[config.mk]
export PLATFORM = sky130hd
export DESIGN_NAME = crossbar_switch_sync
export DESIGN_NICKNAME = d
export VERILOG_FILES = /design/src/rtl/crossbar_pkg.sv /design/src/rtl/crossbar_out_mux.sv /design/src/rtl/crossbar_switch_sync.sv
export SDC_FILE = /design/constraint.sdc
export NUM_CORES = 1
export LEC_CHECK = 0
export CAP_MARGIN = 20
export CORE_ASPECT_RATIO = 0.75
export CORE_MARGIN = 2
export CORE_UTILIZATION = 49
export DETAILED_ROUTE_END_ITERATION = 12
export GPL_ROUTABILITY_DRIVEN = 0
export PLACE_DENSITY = 0.84
export SLEW_MARGIN = 20
export SYNTH_ARGS = -nofsm -noshare
export SYNTH_HDL_FRONTEND = slang
export SYNTH_SLANG_ARGS = --single-unit
[constraint.sdc]
create_clock -name clk_in -period 2 [get_ports clk_in]
set_input_delay 0.2 -clock clk_in [delete_from_list [all_inputs] [get_ports clk_in]]
set_output_delay 0.2 -clock clk_in [all_outputs]
set_load 0.02 [all_outputs]
[src/rtl/crossbar_pkg.sv]
// Shared types and helpers for the synchronous crossbar: FSM state encoding,
// selector width derivation and the identity-map reset value.
package crossbar_pkg;

  typedef enum logic [1:0] {
    ST_IDLE    = 2'd0,
    ST_PENDING = 2'd1,
    ST_APPLY   = 2'd2
  } xbar_state_e;

  // Upper bound on NUM_CH*SEL_W for the identity-map helper.
  localparam int MAP_MAX_W = 1024;

  // Selector width for a given channel count; never below one bit.
  function automatic int sel_width(input int num_ch);
    return (num_ch > 1) ? $clog2(num_ch) : 1;
  endfunction

  // Flattened map where output i selects input i; callers keep the low
  // num_ch*sel_w bits.
  function automatic logic [MAP_MAX_W-1:0] identity_map(input int num_ch, input int sel_w);
    logic [MAP_MAX_W-1:0] map;
    map = '0;
    for (int i = 0; i < num_ch; i++) begin
      for (int b = 0; b < sel_w; b++) begin
        if (i * sel_w + b < MAP_MAX_W) begin
          map[i * sel_w + b] = i[b];
        end
      end
    end
    return map;
  endfunction

endpackage

[src/rtl/crossbar_out_mux.sv]
// One crossbar output: selects an input channel and registers it, driving
// zero when disabled or when the selector points past the last channel.
module crossbar_out_mux
  import crossbar_pkg::*;
#(
  parameter int NUM_CH   = 4,
  parameter int IO_WIDTH = 1,
  parameter int SEL_W    = sel_width(NUM_CH)
) (
  input  logic                       clk_in,
  input  logic                       rst_n_in,
  input  logic [SEL_W-1:0]           sel_in,
  input  logic                       en_in,
  input  logic [NUM_CH*IO_WIDTH-1:0] inputs_in,
  output logic [IO_WIDTH-1:0]        data_out
);

  logic [IO_WIDTH-1:0] pick_d;
  logic [IO_WIDTH-1:0] data_q;

  // Input select; an out-of-range selector matches nothing and yields zero.
  always_comb begin
    pick_d = '0;
    for (int k = 0; k < NUM_CH; k++) begin
      if (sel_in == SEL_W'(k)) begin
        pick_d = inputs_in[k*IO_WIDTH +: IO_WIDTH];
      end
    end
  end

  // Output register with enable gating.
  always_ff @(posedge clk_in or negedge rst_n_in) begin
    if (!rst_n_in) begin
      data_q <= '0;
    end else begin
      data_q <= en_in ? pick_d : '0;
    end
  end

  assign data_out = data_q;

endmodule

[src/rtl/crossbar_switch_sync.sv]
// NxN crossbar with registered outputs. Routing is written into a shadow map
// over a valid/ready port and copied to the active map at the first frame
// boundary after a commit, so remaps never land mid-frame.
// Optional: define CROSSBAR_CONFLICT_CHECK_EN to add the conflict_out port.
module crossbar_switch_sync
  import crossbar_pkg::*;
#(
  parameter int NUM_CH   = 4,
  parameter int IO_WIDTH = 1,
  parameter int SEL_W    = sel_width(NUM_CH)
) (
  input  logic                       clk_in,
  input  logic                       rst_n_in,
  input  logic                       cfg_valid_in,
  output logic                       cfg_ready_out,
  input  logic [SEL_W-1:0]           cfg_out_idx_in,
  input  logic [SEL_W-1:0]           cfg_sel_in,
  input  logic                       cfg_en_in,
  output logic                       cfg_err_out,
  input  logic                       commit_in,
  input  logic                       frame_start_in,
  output logic                       commit_pending_out,
  input  logic [NUM_CH*IO_WIDTH-1:0] inputs_in,
  output logic [NUM_CH*IO_WIDTH-1:0] outputs_out,
  output logic [NUM_CH*SEL_W-1:0]    active_sel_out
`ifdef CROSSBAR_CONFLICT_CHECK_EN
  ,
  output logic                       conflict_out
`endif
);

  localparam logic [MAP_MAX_W-1:0]    ID_MAP_FULL = identity_map(NUM_CH, SEL_W);
  localparam logic [NUM_CH*SEL_W-1:0] ID_MAP      = ID_MAP_FULL[NUM_CH*SEL_W-1:0];
  localparam logic [SEL_W:0]          NUM_CH_EXT  = (SEL_W+1)'(NUM_CH);

  xbar_state_e state_q, state_d;
  logic        cfg_accept;
  logic        cfg_idx_bad;
  logic        apply;
  logic        cfg_err_q;

  logic [NUM_CH*SEL_W-1:0] active_sel_flat;
  logic [NUM_CH*SEL_W-1:0] eff_sel_flat;
  logic [NUM_CH-1:0]       eff_en;

  assign cfg_accept  = cfg_valid_in & cfg_ready_out;
  assign cfg_idx_bad = ({1'b0, cfg_out_idx_in} >= NUM_CH_EXT);
  assign apply       = (state_q == ST_APPLY);

  // FSM state register.
  always_ff @(posedge clk_in or negedge rst_n_in) begin
    if (!rst_n_in) begin
      state_q <= ST_IDLE;
    end else begin
      state_q <= state_d;
    end
  end

  // FSM next state and handshake outputs; shadow is writable only in IDLE.
  always_comb begin
    state_d            = state_q;
    cfg_ready_out      = 1'b0;
    commit_pending_out = 1'b1;
    case (state_q)
      ST_IDLE: begin
        cfg_ready_out      = 1'b1;
        commit_pending_out = 1'b0;
        if (commit_in) state_d = ST_PENDING;
      end
      ST_PENDING: begin
        if (frame_start_in) state_d = ST_APPLY;
      end
      ST_APPLY: begin
        state_d = ST_IDLE;
      end
      default: begin
        state_d = ST_IDLE;
      end
    endcase
  end

  // Error pulse for an accepted write to a nonexistent output.
  always_ff @(posedge clk_in or negedge rst_n_in) begin
    if (!rst_n_in) begin
      cfg_err_q <= 1'b0;
    end else begin
      cfg_err_q <= cfg_accept & cfg_idx_bad;
    end
  end

  assign cfg_err_out = cfg_err_q;

  for (genvar gi = 0; gi < NUM_CH; gi++) begin : g_ch
    logic [SEL_W-1:0] shadow_sel_q, active_sel_q;
    logic             shadow_en_q, active_en_q;
    logic             wr_hit;

    assign wr_hit = cfg_accept && !cfg_idx_bad && (cfg_out_idx_in == SEL_W'(gi));

    // Shadow entry for this output, written through the config port.
    always_ff @(posedge clk_in or negedge rst_n_in) begin
      if (!rst_n_in) begin
        shadow_sel_q <= ID_MAP[gi*SEL_W +: SEL_W];
        shadow_en_q  <= 1'b0;
      end else if (wr_hit) begin
        shadow_sel_q <= cfg_sel_in;
        shadow_en_q  <= cfg_en_in;
      end
    end

    // Active entry, loaded from shadow during the single APPLY cycle.
    always_ff @(posedge clk_in or negedge rst_n_in) begin
      if (!rst_n_in) begin
        active_sel_q <= ID_MAP[gi*SEL_W +: SEL_W];
        active_en_q  <= 1'b0;
      end else if (apply) begin
        active_sel_q <= shadow_sel_q;
        active_en_q  <= shadow_en_q;
      end
    end

    // During APPLY the mux already uses the incoming map so the outputs
    // show the new routing on the very next cycle.
    assign eff_sel_flat[gi*SEL_W +: SEL_W]    = apply ? shadow_sel_q : active_sel_q;
    assign eff_en[gi]                         = apply ? shadow_en_q : active_en_q;
    assign active_sel_flat[gi*SEL_W +: SEL_W] = active_sel_q;

    crossbar_out_mux #(
      .NUM_CH  (NUM_CH),
      .IO_WIDTH(IO_WIDTH),
      .SEL_W   (SEL_W)
    ) u_out_mux (
      .clk_in   (clk_in),
      .rst_n_in (rst_n_in),
      .sel_in   (eff_sel_flat[gi*SEL_W +: SEL_W]),
      .en_in    (eff_en[gi]),
      .inputs_in(inputs_in),
      .data_out (outputs_out[gi*IO_WIDTH +: IO_WIDTH])
    );
  end

  assign active_sel_out = active_sel_flat;

`ifdef CROSSBAR_CONFLICT_CHECK_EN
  logic conflict_d, conflict_q;

  // Flag shared inputs among enabled outputs and enabled out-of-range selectors.
  always_comb begin
    conflict_d = 1'b0;
    for (int i = 0; i < NUM_CH; i++) begin
      if (eff_en[i] && ({1'b0, eff_sel_flat[i*SEL_W +: SEL_W]} >= NUM_CH_EXT)) begin
        conflict_d = 1'b1;
      end
      for (int j = i + 1; j < NUM_CH; j++) begin
        if (eff_en[i] && eff_en[j] &&
            (eff_sel_flat[i*SEL_W +: SEL_W] == eff_sel_flat[j*SEL_W +: SEL_W])) begin
          conflict_d = 1'b1;
        end
      end
    end
  end

  // Conflict flag register; tracks the map the outputs are using.
  always_ff @(posedge clk_in or negedge rst_n_in) begin
    if (!rst_n_in) begin
      conflict_q <= 1'b0;
    end else begin
      conflict_q <= conflict_d;
    end
  end

  assign conflict_out = conflict_q;
`endif

endmodule
==> impl_metrics.tcl, run 1 <==
set metrics [dict create \
    status "finished, final reports clean" \
    numCtsBuffers 5 \
    fin_crit_ns 1.85 \
    p_sw_frac 0.327 \
    grt_antenna_before_repair 0 \
    vias 853 \
    ctsHoldBuffers 0 \
    antenna_cells 0 \
    start_util 0.512 \
    wire_per_inst_um 15.3 \
    cp.required_ns 1.80 \
    drtPass1Iterations 4 \
    route.detailed.drc 0 \
    peakVddDrop_mv 0.630 \
    clkPwrFrac 0.162 \
    grt_max_degree 31 \
    clock-sinks 30 \
    grt_pass1_wl_um 4350 \
    synthesis.area_um2 1330 \
    dpl_cell_area_um2 1610 \
    hpwl_um 1940 \
    clockRootBuffer "clkbuf_4" \
    core_area_um2 2600 \
    htreeDepth 2 \
    finalHoldViolations 0 \
    cts_resized 0 \
    cts_tree "built" \
    cp_top_family "buffers and inverters" \
    path_class "reg -> out" \
    cap_violations 0 \
    synthCells 100 \
    cp.arrival_ns 1.65 \
    ios 29 \
    clk_pin_slew_ns 0.09 \
    nNetsFinal 144 \
    crit_path_cell_trace "nor2_1, clkdlybuf4s50_1" \
    crit_buf_inv 1 \
    sequentialPowerShare 0.442 \
    clock_latency_ns 0.33 \
    fin_area_um2 1670 \
    synth_seq_cells 30 \
    drv_slew 0 \
    postSynthAreaPerCell_um2 13.3 \
    comb_power_share 0.396 \
    fmax_mhz 541 \
    vias_per_cell 5.11 \
    ant_nets 0 \
    setup_tns_ns 0 \
    grt_setup_unrepaired "no" \
    grt_pass1_vias 915 \
    multi_input_area_um2 500 \
    min_path_type "in -> async" \
    ys_warn_count 0 \
    seq_area_um2 761 \
    power_switching_mw 0.748 \
    syn_to_final_growth_pct 25.6 \
    skew_ns 0.00961 \
    cts_setup_buffers 0 \
    finalSetupViolCount 0 \
    die_area_um2 3160 \
    crit_fanout 6 \
    power_density_nw_per_um2 1370 \
    dieWidth_um 64.2 \
    final_cell_mix "clkdlybuf4s50_1, dfrtp_1, mux2_2" \
    fillers 213 \
    wirelength_um 2560 \
    drt_first_iter_violations 38 \
    track_usage 0.192 \
    row_count 16 \
    clockBufferDepth 2 \
    p_leak_nw 0.752 \
    die_h_um 49.2 \
    final_common_cell "clkdlybuf4s50_1" \
    p_int_mw 1.54 \
    synth_cell_types 19 \
    portBuffers 27 \
    drive_gt1_frac 0.313 \
    max_stage_delay_ns 0.65 \
    synth_fp_nets 114 \
    cp-end-kind "output pin" \
    start_kind "flip-flop" \
    fin_crit_sh 0.925 \
    crit_slowest_cell "clkdlybuf4s50_1" \
    grt_overflow 0 \
    seq_area_frac_synth 0.571 \
]
-- final cells by class --
type                            instances  area share
Sequential cell                        30       0.454
Multi-Input combinational cell         58       0.299
Timing Repair Buffer                   29       0.170
Clock buffer                            7      0.0329
Tap cell                               36      0.0269
Inverter                                6      0.0135
Clock inverter                          1     0.00299
-- cells in the mapped netlist --
master    number  share of area
and3_1         1         0.0047
and4_1         1         0.0066
buf_4          5          0.028
buf_6          1         0.0085
conb_1         1         0.0028
dfrtp_1       22           0.41
dfstp_2        8           0.16
inv_1          6          0.017
mux2_2        20           0.17
mux2i_1       10          0.075
mux2i_2        3          0.031
nand2_1        6          0.017
nand2b_1       5          0.023
nand3_1        1         0.0038
nor2_1         3         0.0085
nor2b_1        1         0.0047
nor2b_2        1         0.0066
nor3_1         1         0.0038
o22ai_1        4          0.019
-- power groups by stage --
stage | clock network (mW) | registers (mW) | logic (mW)
4_1_cts | 0.380 | 1.01 | 0.918
6_report | 0.370 | 1.01 | 0.906
3_3_place_gp | 0 | 1.01 | 0.887
3_5_place_dp | 0 | 1.03 | 0.914
5_1_grt | 0.407 | 1.04 | 0.990
2_1_floorplan | 0 | 1.09 | 0.506
-- sequential cells by signal, summed over array words and instances, names as in the netlist --
| signal | flops |
|---|---|
| state_q | 2 |
| g_ch.u_out_mux.data_out | 4 |
| g_ch.shadow_en_q | 4 |
| g_ch.shadow_sel_q | 8 |
| g_ch.active_sel_q | 8 |
| g_ch.active_en_q | 4 |
-- stage by stage --
step	utilization	hold slack, ns	worst slack (ns)	total power, mW	cells
after global routing	0.643	0.275	0.0612	2.43	167
after detailed placement	0.620	0.492	0.371	1.94	159
after global placement	0.620	0.483	0.422	1.90	159
final	0.643	0.252	0.151	2.29	167
after floorplan	-	-0.0956	0.436	1.60	100
after CTS	0.643	0.260	0.127	2.31	167
-- final timing paths --
path | cells after the start | slack [ns] | from | to
min | 2 | 0.25 | rst_n_in | g_ch[3].active_en_q
max in group asynchronous | 2 | 1.43 | rst_n_in | g_ch[2].shadow_sel_q[1]
min in group clk_in | 3 | 0.44 | frame_start_in | state_q[1]
max reg2reg | 5 | 0.39 | state_q[1] | g_ch[3].u_out_mux.data_out
min reg2reg | 1 | 0.51 | g_ch[0].shadow_en_q | g_ch[0].shadow_en_q
max | 2 | 0.15 | state_q[1] | cfg_ready_out
-- cells by family (layout without fill, tap and decap cells) --
| family | Yosys count | in the layout | synth area share |
|---|---|---|---|
| AOI/OAI and AO/OA | 4 | 4 | 0.0188 |
| buffers and inverters | 12 | 43 | 0.0535 |
| DFF | 30 | 30 | 0.571 |
| muxes | 33 | 33 | 0.275 |
| other | 1 | 1 | 0.00281 |
| and+or+nand+nor | 20 | 20 | 0.0789 |
-- layer usage --
layer  wire [um]  part of all wire  up-vias  GRT usage
met5           0                 0        -          0
met4          28             0.011        0     0.0603
met3         156             0.061        2     0.0855
met2        1230              0.48       24      0.292
met1        1150              0.45      433      0.249
li1            -                 -      394          -
Note: power is estimated with default switching activity, not from simulation.
==> run 2: changes to the inputs <==
==> constraint.sdc (replaced) <==
create_clock -name clk_in -period 1.82 [get_ports clk_in]
set_input_delay 0.182 -clock clk_in [delete_from_list [all_inputs] [get_ports clk_in]]
set_output_delay 0.182 -clock clk_in [all_outputs]
set_load 0.02 [all_outputs]
==> impl_metrics.tcl, run 2 (synthesized netlist as in run 1, its figures left out) <==
set metrics [dict create \
    status "finished, final reports clean" \
    core_area_um2 2600 \
    busiest_layer "met2" \
    final_cell_mix "clkdlybuf4s50_1, dfrtp_1, mux2_2" \
    power_density_nw_per_um2 1490 \
    wirelength_um 2570 \
    final_common_cell "clkdlybuf4s50_1" \
    die_area_um2 3160 \
    grt_util_met3 0.0670 \
    grt_setup_unrepaired "no" \
    peakVddDrop_mv 0.828 \
    instances_no_fill 168 \
    grt_antenna_before_repair 0 \
    route.detailed.drc 0 \
    grtUsageMet1 0.239 \
    reg.largest.list "g_ch.active_sel_q x8, g_ch.shadow_sel_q x8" \
    ctsHoldBuffers 0 \
    dieWidth_um 64.2 \
    fmax_mhz 582 \
    syn_to_final_growth_pct 26.3 \
    hpwl_um 1940 \
    drtPass1Iterations 4 \
    skew_ns 0.00770 \
    numCtsBuffers 5 \
    antenna_cells 0 \
    cp.required_ns 1.64 \
    cts_tree "built" \
    clockBufferDepth 2 \
    ios 29 \
    htreeDepth 2 \
    crit_path_cell_trace "nor2_2, inv_1, clkdlybuf4s50_1" \
    grt_pass1_wl_um 4490 \
    fin_util 0.647 \
    row_count 16 \
    vias_per_cell 5.00 \
    fin_crit_ns 1.72 \
    track_usage 0.198 \
    drv_slew 0 \
    vias 840 \
    cts_setup_buffers 0 \
    place_inst 160 \
    start_util 0.512 \
    max_stage_delay_ns 0.53 \
    grt_max_degree 31 \
    cp.arrival_ns 1.54 \
    min_path_type "in -> async" \
    grt_pass1_vias 941 \
    nNetsFinal 145 \
    cp-end-kind "output pin" \
    grt_overflow 0 \
    fin_crit_sh 0.945 \
    ant_nets 0 \
    p_leak_nw 0.759 \
    finalSetupViolCount 0 \
    start_kind "flip-flop" \
    die_h_um 49.2 \
    clockRootBuffer "clkbuf_4" \
    crit_fanout 6 \
    wire_per_inst_um 15.3 \
    cap_violations 0 \
    clock_latency_ns 0.33 \
    gr-usage-met2 0.314 \
    crit_slowest_cell "clkdlybuf4s50_1" \
    clock-sinks 30 \
    portBuffers 27 \
    setup_tns_ns 0 \
    drt_first_iter_violations 38 \
    cp_top_family "buffers and inverters" \
    drive_gt1_frac 0.326 \
    finalHoldViolations 0 \
    path_class "reg -> out" \
    crit_buf_inv 2 \
    clk_pin_slew_ns 0.09 \
]
[run 2: cell types whose count changed in the layout (fill, tap and decap cells not counted), sizes merged]
cell,change
buf,+1
dlygate4sd2,+1
clkdlybuf4s50,-1
[run 2: area by class of cell]
class | instances | area (um2)
multi-input combinational | 58 | 503
fill | 223 | 920
tap | 36 | 45.0
timing repair buffer | 30 | 292
clock inverter | 1 | 5.00
clock buffer | 7 | 55.1
sequential | 30 | 761
inverter | 6 | 22.5
[run 2: worst paths after layout]
check	from	to	slack [ns]	cells after the start
max reg2reg	state_q[1]	g_ch[3].u_out_mux.data_out	0.22	5
max in group asynchronous	rst_n_in	g_ch[2].active_sel_q[1]	1.27	2
min reg2reg	g_ch[0].shadow_en_q	g_ch[0].shadow_en_q	0.50	1
min in group clk_in	frame_start_in	state_q[1]	0.43	3
max	state_q[1]	commit_pending_out	0.10	3
min	rst_n_in	state_q[1]	0.23	2
[run 2: timing repair]
action,4_1_cts,5_1_grt
resized for setup,1,1
cloned,0,0
endpoints found under the setup margin,1,1
[run 2: metal layers]
metal / routed length, um / vias up
met4: 63 / 0
met1: 1120 / 406
li1: - / 399
met2: 1230 / 27
met3: 151 / 8
met5: 0 / -
[run 2: power by group]
group | switching (mW) | internal [mW]
logic | 0.470 | 0.529
clock network | 0.218 | 0.187
registers | 0.133 | 0.975
total | 0.821 | 1.69
[run 2: metrics by stage]
step,worst slack (ns),total power [mW],instance area [um2],hold WS [ns]
floorplan,0.256,1.76,1330,-0.114
global placement,0.259,2.09,1620,0.483
detailed placement,0.233,2.13,1620,0.487
CTS,0.00905,2.54,1680,0.238
global route,0.0201,2.68,1680,0.251
finish,0.100,2.51,1680,0.229
